$ cat src/rtl/buffered_ram_reader_pkg.sv
// Shared types and constants for the burst RAM reader: FSM encoding,
// RAM read latency, skid FIFO depth, and an in-flight occupancy helper.
package buffered_ram_reader_pkg;

  typedef enum logic [1:0] {
    ST_IDLE  = 2'd0,
    ST_READ  = 2'd1,
    ST_DRAIN = 2'd2
  } state_t;

  localparam int RAM_LATENCY = 2;
  localparam int SKID_DEPTH  = 4;
  localparam int SKID_PTR_W  = $clog2(SKID_DEPTH);
  localparam int SKID_CNT_W  = SKID_PTR_W + 1;

  // Number of reads still travelling through the RAM's address/data registers.
  function automatic logic [SKID_CNT_W-1:0] pipe_occupancy(input logic [RAM_LATENCY-1:0] v);
    logic [SKID_CNT_W-1:0] n;
    n = '0;
    for (int i = 0; i < RAM_LATENCY; i++) begin
      n = n + SKID_CNT_W'(v[i]);
    end
    return n;
  endfunction

endpackage

$ cat src/rtl/ram_reader_fifo.sv
// Small register-based skid FIFO holding returned RAM words plus their last tag.
// The reader never pushes into a full FIFO, so push is not gated on fullness.
module ram_reader_fifo
  import buffered_ram_reader_pkg::*;
#(
  parameter int p_width = 17
) (
  input  logic                  inclk,
  input  logic                  inrst_n,
  input  logic                  in_push,
  input  logic [p_width-1:0]    in_data,
  input  logic                  in_pop,
  output logic [p_width-1:0]    out_data,
  output logic                  out_valid,
  output logic [SKID_CNT_W-1:0] out_count
);

  logic [p_width-1:0]    mem_reg [SKID_DEPTH];
  logic [SKID_PTR_W-1:0] wr_ptr_reg;
  logic [SKID_PTR_W-1:0] rd_ptr_reg;
  logic [SKID_CNT_W-1:0] count_reg;
  logic [SKID_DEPTH-1:0] wr_en;
  logic                  pop_ok;

  assign pop_ok = in_pop && (count_reg != '0);

  genvar gi;
  generate
    for (gi = 0; gi < SKID_DEPTH; gi++) begin : g_wr_en
      assign wr_en[gi] = in_push && (wr_ptr_reg == SKID_PTR_W'(gi));
    end
  endgenerate

  always_ff @(posedge inclk or negedge inrst_n) begin
    if (!inrst_n) begin
      for (int i = 0; i < SKID_DEPTH; i++) begin
        mem_reg[i] <= '0;
      end
    end else begin
      for (int i = 0; i < SKID_DEPTH; i++) begin
        if (wr_en[i]) begin
          mem_reg[i] <= in_data;
        end
      end
    end
  end

  always_ff @(posedge inclk or negedge inrst_n) begin
    if (!inrst_n) begin
      wr_ptr_reg <= '0;
      rd_ptr_reg <= '0;
      count_reg  <= '0;
    end else begin
      if (in_push) begin
        wr_ptr_reg <= wr_ptr_reg + 1'b1;
      end
      if (pop_ok) begin
        rd_ptr_reg <= rd_ptr_reg + 1'b1;
      end
      case ({in_push, pop_ok})
        2'b10:   count_reg <= count_reg + 1'b1;
        2'b01:   count_reg <= count_reg - 1'b1;
        default: count_reg <= count_reg;
      endcase
    end
  end

  assign out_data  = mem_reg[rd_ptr_reg];
  assign out_valid = (count_reg != '0);
  assign out_count = count_reg;

endmodule

$ cat src/rtl/buffered_ram_reader.sv
// Burst read engine: walks a wrapping address range on the 2-cycle RAM read
// port and streams the words out as valid/ready beats with a last flag.
module buffered_ram_reader
  import buffered_ram_reader_pkg::*;
#(
  parameter int p_addresswidth = 4,
  parameter int p_datawidth    = 16,
  parameter int p_lenwidth     = p_addresswidth + 1
) (
  input  logic                      inclk,
  input  logic                      inrst_n,
  input  logic                      in_start,
  input  logic [p_addresswidth-1:0] in_startaddr,
  input  logic [p_lenwidth-1:0]     in_length,
  output logic                      out_busy,
  output logic                      out_done,
  output logic [p_addresswidth-1:0] out_rdaddress,
  input  logic [p_datawidth-1:0]    in_rddata,
  output logic                      out_valid,
  input  logic                      in_ready,
  output logic [p_datawidth-1:0]    out_data,
  output logic                      out_last
);

  state_t                    state_reg;
  logic [p_addresswidth-1:0] addr_reg;
  logic [p_lenwidth-1:0]     remaining_reg;
  logic                      busy_reg;
  logic                      done_reg;
  logic [RAM_LATENCY-1:0]    vp_reg;
  logic [RAM_LATENCY-1:0]    lp_reg;

  logic [SKID_CNT_W-1:0]     fifo_count;
  logic [p_datawidth:0]      fifo_dout;
  logic                      fifo_valid;
  logic [SKID_CNT_W:0]       credit_used;
  logic                      issue;
  logic                      issue_last;
  logic                      pop;
  logic                      last_pop;

  // Every word in the FIFO or still inside the RAM pipeline holds a credit.
  assign credit_used = {1'b0, fifo_count} + {1'b0, pipe_occupancy(vp_reg)};
  assign issue       = (state_reg == ST_READ) && (remaining_reg != '0) &&
                       (credit_used < (SKID_CNT_W + 1)'(SKID_DEPTH));
  assign issue_last  = issue && (remaining_reg == p_lenwidth'(1));
  assign pop         = fifo_valid && in_ready;
  assign last_pop    = pop && fifo_dout[p_datawidth];

  always_ff @(posedge inclk or negedge inrst_n) begin
    if (!inrst_n) begin
      state_reg     <= ST_IDLE;
      addr_reg      <= '0;
      remaining_reg <= '0;
      busy_reg      <= 1'b0;
      done_reg      <= 1'b0;
      vp_reg        <= '0;
      lp_reg        <= '0;
    end else begin
      done_reg <= 1'b0;
      vp_reg   <= {vp_reg[RAM_LATENCY-2:0], issue};
      lp_reg   <= {lp_reg[RAM_LATENCY-2:0], issue_last};
      case (state_reg)
        ST_IDLE: begin
          if (in_start) begin
            if (in_length != '0) begin
              addr_reg      <= in_startaddr;
              remaining_reg <= in_length;
              busy_reg      <= 1'b1;
              state_reg     <= ST_READ;
            end else begin
              done_reg <= 1'b1;
            end
          end
        end
        ST_READ: begin
          if (issue) begin
            addr_reg      <= addr_reg + 1'b1;
            remaining_reg <= remaining_reg - 1'b1;
            if (issue_last) begin
              state_reg <= ST_DRAIN;
            end
          end
        end
        ST_DRAIN: begin
          if (last_pop) begin
            busy_reg  <= 1'b0;
            done_reg  <= 1'b1;
            state_reg <= ST_IDLE;
          end
        end
        default: state_reg <= ST_IDLE;
      endcase
    end
  end

  ram_reader_fifo #(
    .p_width (p_datawidth + 1)
  ) u_fifo (
    .inclk     (inclk),
    .inrst_n   (inrst_n),
    .in_push   (vp_reg[RAM_LATENCY-1]),
    .in_data   ({lp_reg[RAM_LATENCY-1], in_rddata}),
    .in_pop    (pop),
    .out_data  (fifo_dout),
    .out_valid (fifo_valid),
    .out_count (fifo_count)
  );

  assign out_busy      = busy_reg;
  assign out_done      = done_reg;
  assign out_rdaddress = addr_reg;
  assign out_valid     = fifo_valid;
  assign out_data      = fifo_dout[p_datawidth-1:0];
  assign out_last      = fifo_valid && fifo_dout[p_datawidth];

endmodule

$ cat config.mk
export PLATFORM = sky130hd
export DESIGN_NAME = buffered_ram_reader
export DESIGN_NICKNAME = d
export VERILOG_FILES = /design/src/rtl/buffered_ram_reader_pkg.sv /design/src/rtl/ram_reader_fifo.sv /design/src/rtl/buffered_ram_reader.sv
export SDC_FILE = /design/constraint.sdc
export NUM_CORES = 1
export LEC_CHECK = 0
export ABC_AREA = 1
export CORE_UTILIZATION = 60
export CTS_BUF_LIST = sky130_fd_sc_hd__clkbuf_8 sky130_fd_sc_hd__clkbuf_16
export DETAILED_ROUTE_END_ITERATION = 10
export GPL_TIMING_DRIVEN = 0
export HOLD_SLACK_MARGIN = 0.12
export PLACE_DENSITY = 0.81
export SETUP_SLACK_MARGIN = 0.3
export SYNTH_ARGS = -nofsm -noshare
export SYNTH_HDL_FRONTEND = slang
export SYNTH_HIERARCHICAL = 1
export SYNTH_SLANG_ARGS = --single-unit
$ cat constraint.sdc
create_clock -name inclk -period 5.1 [get_ports inclk]
set_input_delay 1.02 -clock inclk [delete_from_list [all_inputs] [get_ports inclk]]
set_output_delay 1.02 -clock inclk [all_outputs]
set_load 0.02 [all_outputs]
==> Word level (Yosys, flattened, before mapping) <==
Cells that the tools add are included.
{ "totals": {"ff_bits": 92, "out_inout_bits": 24, "wordCells": 86} }
{ "classes": {"n_addsub": 8, "n_lt_le_gt_ge": 2, "n_eq_ne": 13, "muxes": 26, "bitwise_logic": 1, "reduce_logical": 22} }
{ "ops": {"columns": ["op", "n"], "rows": [
  ["17-bit binary-select mux with 2-bit select", 1],
  ["17-bit two-way mux", 2],
  ["5-bit two-way mux", 3],
  ["4-bit two-way mux", 3],
  ["1-bit logical AND", 11],
  ["2-bit two-way mux", 5],
  ["2-bit != test, second input constant", 5],
  ["5-bit case mux with 2 select lines", 1],
  ["5-bit nonzero test", 2],
  ["2-bit equality test, second input constant", 4],
  ["4-bit case mux with 2 select lines", 1],
  ["4-bit AND reduction", 2],
  ["2-bit by 1-bit equality test with 1-bit output, second input constant", 3],
  ["1-bit two-way mux", 6],
  ["2-bit case mux with 3 select lines", 1],
  ["3-bit case mux with 2 select lines", 1],
  ["2-bit nonzero test", 3],
  ["5-bit by 1-bit equality test with 1-bit output, second input constant", 1],
  ["5-bit AND reduction", 1],
  ["5-bit by 1-bit subtractor with 5-bit output, second input constant", 1],
  ["2-bit by 1-bit adder with 2-bit output, second input constant", 2],
  ["3-bit by 2-bit adder with 4-bit output", 1],
  ["4-bit by 1-bit adder with 4-bit output, second input constant", 1],
  ["2-bit logical NOT", 2],
  ["other kinds (8)", 9]
]} }

==> Logic depth before layout (Yosys ltp) <==
{ "logic_depth": {"depth_word": 8, "depth_mapped": 14} }

==> Hierarchy <==
Netlist, hierarchy kept.
{ "by_module_without_submodules": {"columns": ["module", "n_inst", "cells_per_inst", "area_each_um2"], "rows": [
  ["ram_reader_fifo", 1, 415, 3574.7],
  ["buffered_ram_reader", 1, 136, 996.0]
]} }

==> Worst setup path before layout <==
Ideal clock, no wire load.
{ "synth_timing": {"path_type": "input port to flip-flop", "from": "input in_ready", "to": "register u_fifo.count_reg[2], in the netlist u_fifo/out_count[2]", "setup_time_ns": 0.117, "arrival_time_ns": 2.080, "setup_slack_ns": 2.903, "cell_stages": 11, "n_path_buf": 0, "cell_sequence": "nand2_1 inv_1 nand2_1 inv_1 ha_1 inv_1 fa_1 nand2_1 nand3_1 nand2_1 nand2_1"} }
{ "synth_via": {"elab_chain_cells": 4, "elab_cells_between_ends": 6, "cone_classes": "eq/ne (2); mux (1); reduce/logical (3)"} }
{ "synth_lines": {"columns": ["item", "line", "rtl"], "rows": [
  ["start: declaration", "buffered_ram_reader.sv:20", "input logic in_ready,"],
  ["1-bit logical AND (*)", "buffered_ram_reader.sv:47", "assign pop = fifo_valid && in_ready;"],
  ["named net pop", "buffered_ram_reader.sv:39", "logic pop;"],
  ["1-bit logical AND (*)", "ram_reader_fifo.sv:25", "assign pop_ok = in_pop && (count_reg != '0);"],
  ["named net u_fifo.pop_ok", "ram_reader_fifo.sv:23", "logic pop_ok;"],
  ["2-bit by 1-bit equality test with 1-bit output or 2-bit equality test (tied branches)", "ram_reader_fifo.sv:60", "case ({in_push, pop_ok})"],
  ["3-bit case mux with 2 select lines or 2-bit nonzero test (tied branches)", null, null],
  ["end signal: assignment", "ram_reader_fifo.sv:61", "2'b10: count_reg <= count_reg + 1'b1;"],
  ["end signal: assignment", "ram_reader_fifo.sv:62", "2'b01: count_reg <= count_reg - 1'b1;"],
  ["end signal: assignment", "ram_reader_fifo.sv:63", "default: count_reg <= count_reg;"],
  ["end: declaration", "ram_reader_fifo.sv:21", "logic [SKID_CNT_W-1:0] count_reg;"]
]} }
The timed path passes the listed nets; every way through them passes the cells marked *.
A chain may end at the register's enable or synchronous reset.

==> Worst setup path in the final report <==
{ "layout_timing": {"from": "register u_fifo.rd_ptr_reg[1]", "to": "output out_data[3]"} }
{ "layout_via": {"elab_chain_cells": 4} }
{ "layout_lines": {"columns": ["item", "line", "rtl"], "rows": [
  ["start: declaration", "ram_reader_fifo.sv:20", "logic [SKID_PTR_W-1:0] rd_ptr_reg;"],
  ["start signal: assignment", "ram_reader_fifo.sv:58", "rd_ptr_reg <= rd_ptr_reg + 1'b1;"],
  ["2-bit NOT with 3-bit output (not written as such)", "ram_reader_fifo.sv:68", "assign out_data = mem_reg[rd_ptr_reg];"],
  ["17-bit binary-select mux with 2-bit select", "ram_reader_fifo.sv:68", null],
  ["17-bit two-way mux (not written as such) (2 in series)", "ram_reader_fifo.sv:68", null],
  ["end: declaration", "buffered_ram_reader.sv:21", "output logic [p_datawidth-1:0] out_data,"]
]} }
No other way between the ends. The select of a mux whose other input is x is not followed.

==> impl_metrics.toml <==
[pwr]
powerDensity_mw_per_mm2 = 707
pwr-share-seq_pct = 33.7
switching_share_pct = 43.9
ir_drop_v = 0.000332
switchingPower_mw = 1.70
p_int_mw = 2.17
combPwrFrac_pct = 52.2
clkPwrFrac_pct = 14.1
leakage_nw = 2.85

[drt]
drt-initial-drc-count = 230
drt_pass1_iterations = 4
vias_per_cell = 5.41
vias = 3891
detail_route.wl_per_cell_um = 15.1
drcViolationCount = 0
detail-route-antenna-nets = 0
wirelength_mm = 10.9

[min_path]
worstHoldStart = "lp_reg[0]$_DFF_PN0_"
min_path_cells = 0
hp-class = "reg -> reg"
hold_end = "lp_reg[1]$_DFF_PN0_"

[sta]
period_share_pct = 61.4
final.setup.tns_ns = 0
fmax_mhz = 320
tightest_slew_ns = 0.462
grt_setup_unrepaired = "no"
timing.final.crit_period_ns = 3.13
drv_slew = 0
layout_setup_ws_ns = 1.97
setup_viol = 0
finClkSkew_ns = 0.00947
relSlewSlack_pct = 69.2
whs_ns = 0.358
final_hold_viol_count = 0

[yosys]
ys_seq_area_share_pct = 50.4
syn_inst = 551
netlist_area_mm2 = 0.00457
yosys-top-cells-area = "dfrtp_1, nand2_1, o21ai_0"
synth_top_area_share_pct = 50.4
synth_area_leader_cell = "dfrtp_1"
ys_ff_latch = 92
syn-mean-instance-area_um2 = 8.30
syn-num-nets = 591
synthDistinctLibCells = 25
yosys_warnings = 6

[layout]
layout_commonest_cell = "nand2_1"
final_cell_mix = "nand2_1, dfrtp_1, inv_1, o21ai_0, clkdlybuf4s50_1"
fin_area_mm2 = 0.00547
fin_nets = 655
drive_above_1_share_pct = 11.0
syn_to_final_growth_pct = 19.6
largest_register_ff_count = 68
n_antenna_cell = 0

[global_route]
grt_pass1_vias = 3765
grt_max_degree = 60
overflow = 0
met2_usage_pct = 50.5
gr-usage-met1_pct = 39.3
grt_pass1_wl_mm = 17.8
antenna_found_initial = 0
top_usage_layer = "met2"
use_met3_pct = 4.99
gr-usage-all-layers_pct = 30.3

[status]
status = "completed"

[cts]
cts_made_buffers = 9
cts_resized = 0
htree_levels = 3
clk_latency_ns = 0.35
cts_setup_buffers = 0
cts_hold_buf = 0
clockRootBuffer = "clkbuf_8"
cts_tree = "yes"
cts.sinks = 92
cts_max_path_buffers = 2
clkTransAtPathRegs_ns = 0.09

[flow_run]
maxCapViolCount = 0

[place]
post-place-ws_ns = 2.32
io_buffers = 52
finalWeightedCongestion = 0.825
hpwl_mm = 7.49
postPlaceCellArea_mm2 = 0.00524

[floorplanning]
ios = 53
die_area_mm2 = 0.00797
std_cell_rows = 31
core_area_mm2 = 0.00729
die_w_um = 89.3
die_height_um = 89.3
start_util_pct = 62.7

[setup_path]
rr_endpoint = "u_fifo/out_count[2]$_DFFE_PN0P_"
crit_arrival_ns = 2.11
crit_type = "reg -> out"
cp.required_ns = 4.08
r2r_start = "u_fifo/out_count[0]$_DFFE_PN0P_"
worstPathMaxFanout = 10
r2r_setup_slack_ns = 3.07
rr_worst_depth = 13
critPathCaptureType = "primary output"
crit_path_start_kind = "flop"
==> power groups by stage <==
stage | Combinational [mW] | Sequential (mW) | Clock [mW]
after global placement | 1.93 | 1.29 | 0
after CTS | 2.03 | 1.30 | 0.550
after detailed placement | 2.01 | 1.31 | 0
after floorplan | 1.34 | 1.27 | 0
final | 2.02 | 1.30 | 0.545
after global routing | 2.27 | 1.34 | 0.578
==> metrics by stage <==
stage                     std cells  utilization [%]  power [mW]
after floorplan                 551                -        2.61
after global placement          702             71.5        3.22
after detailed placement        703             71.9        3.32
after CTS                       719             74.9        3.88
after global routing            719             74.9        4.18
final                           719             74.9        3.86
==> metal layers <==
| metal | wire [µm] | share of wire, % | vias up |
|---|---|---|---|
| met4 | 208 | 1.9 | 0 |
| met1 | 4610 | 42 | 1856 |
| met3 | 688 | 6.3 | 24 |
| li1 | - | - | 1883 |
| met2 | 5350 | 49 | 128 |
| met5 | 0 | 0 | - |
==> worst max-delay path, stage by stage (launching register included) <==
cell             delay, ns
dfrtp_1               0.36
buf_2                 0.19
inv_2                 0.19
buf_6                 0.21
o211ai_2              0.11
nand2_1               0.08
clkdlybuf4s50_1       0.61
==> area by class of cell <==
cell class,count,area (µm²)
Buffer,24,145
Clock buffer,10,138
Clock inverter,6,87.6
Fill cell,571,1830
Inverter,81,304
Multi-Input combinational cell,354,1820
Sequential cell,92,2300
Tap cell,99,124
Timing Repair Buffer,53,546
==> cell usage after synthesis (all sizes together) <==
library cell and n:
a21o 1, a21oi 1, buf 20, clkbuf 4, dfrtp 92, fa 1
ha 10, inv 81, nand2 192, nand3 20, nand3b 1, nand4 3
nor2 12, nor3 1, o211ai 34, o21ai 75, xnor2 2, xor2 1
==> logic make-up after synthesis <==
group           Yosys count  share of synthesized area (%)
simple gates            229                           21.0
flops                    92                           50.4
buf+inv                 105                           9.83
compound gates          111                           15.1
fa+ha+maj                11                           3.18
xor+xnor                  3                          0.575
==> how the worst max path moves through the flow <==
stage | startpoint | slack [ns] | cells past startpoint | end
floorplan | in_ready | 2.90 | 11 | u_fifo/out_count[2]$_DFFE_PN0P_
global placement | inrst_n | -0.30 | 1 | out_rdaddress[3]$_DFFE_PN0P_
detailed placement | in_ready | 2.32 | 12 | u_fifo/out_count[2]$_DFFE_PN0P_
CTS | u_fifo/rd_ptr_reg[1]$_DFFE_PN0P_ | 1.97 | 6 | out_data[3]
global route | u_fifo/rd_ptr_reg[1]$_DFFE_PN0P_ | 1.84 | 6 | out_data[0]
finish | u_fifo/rd_ptr_reg[1]$_DFFE_PN0P_ | 1.97 | 6 | out_data[3]
Power figures use the tool's default switching activity.
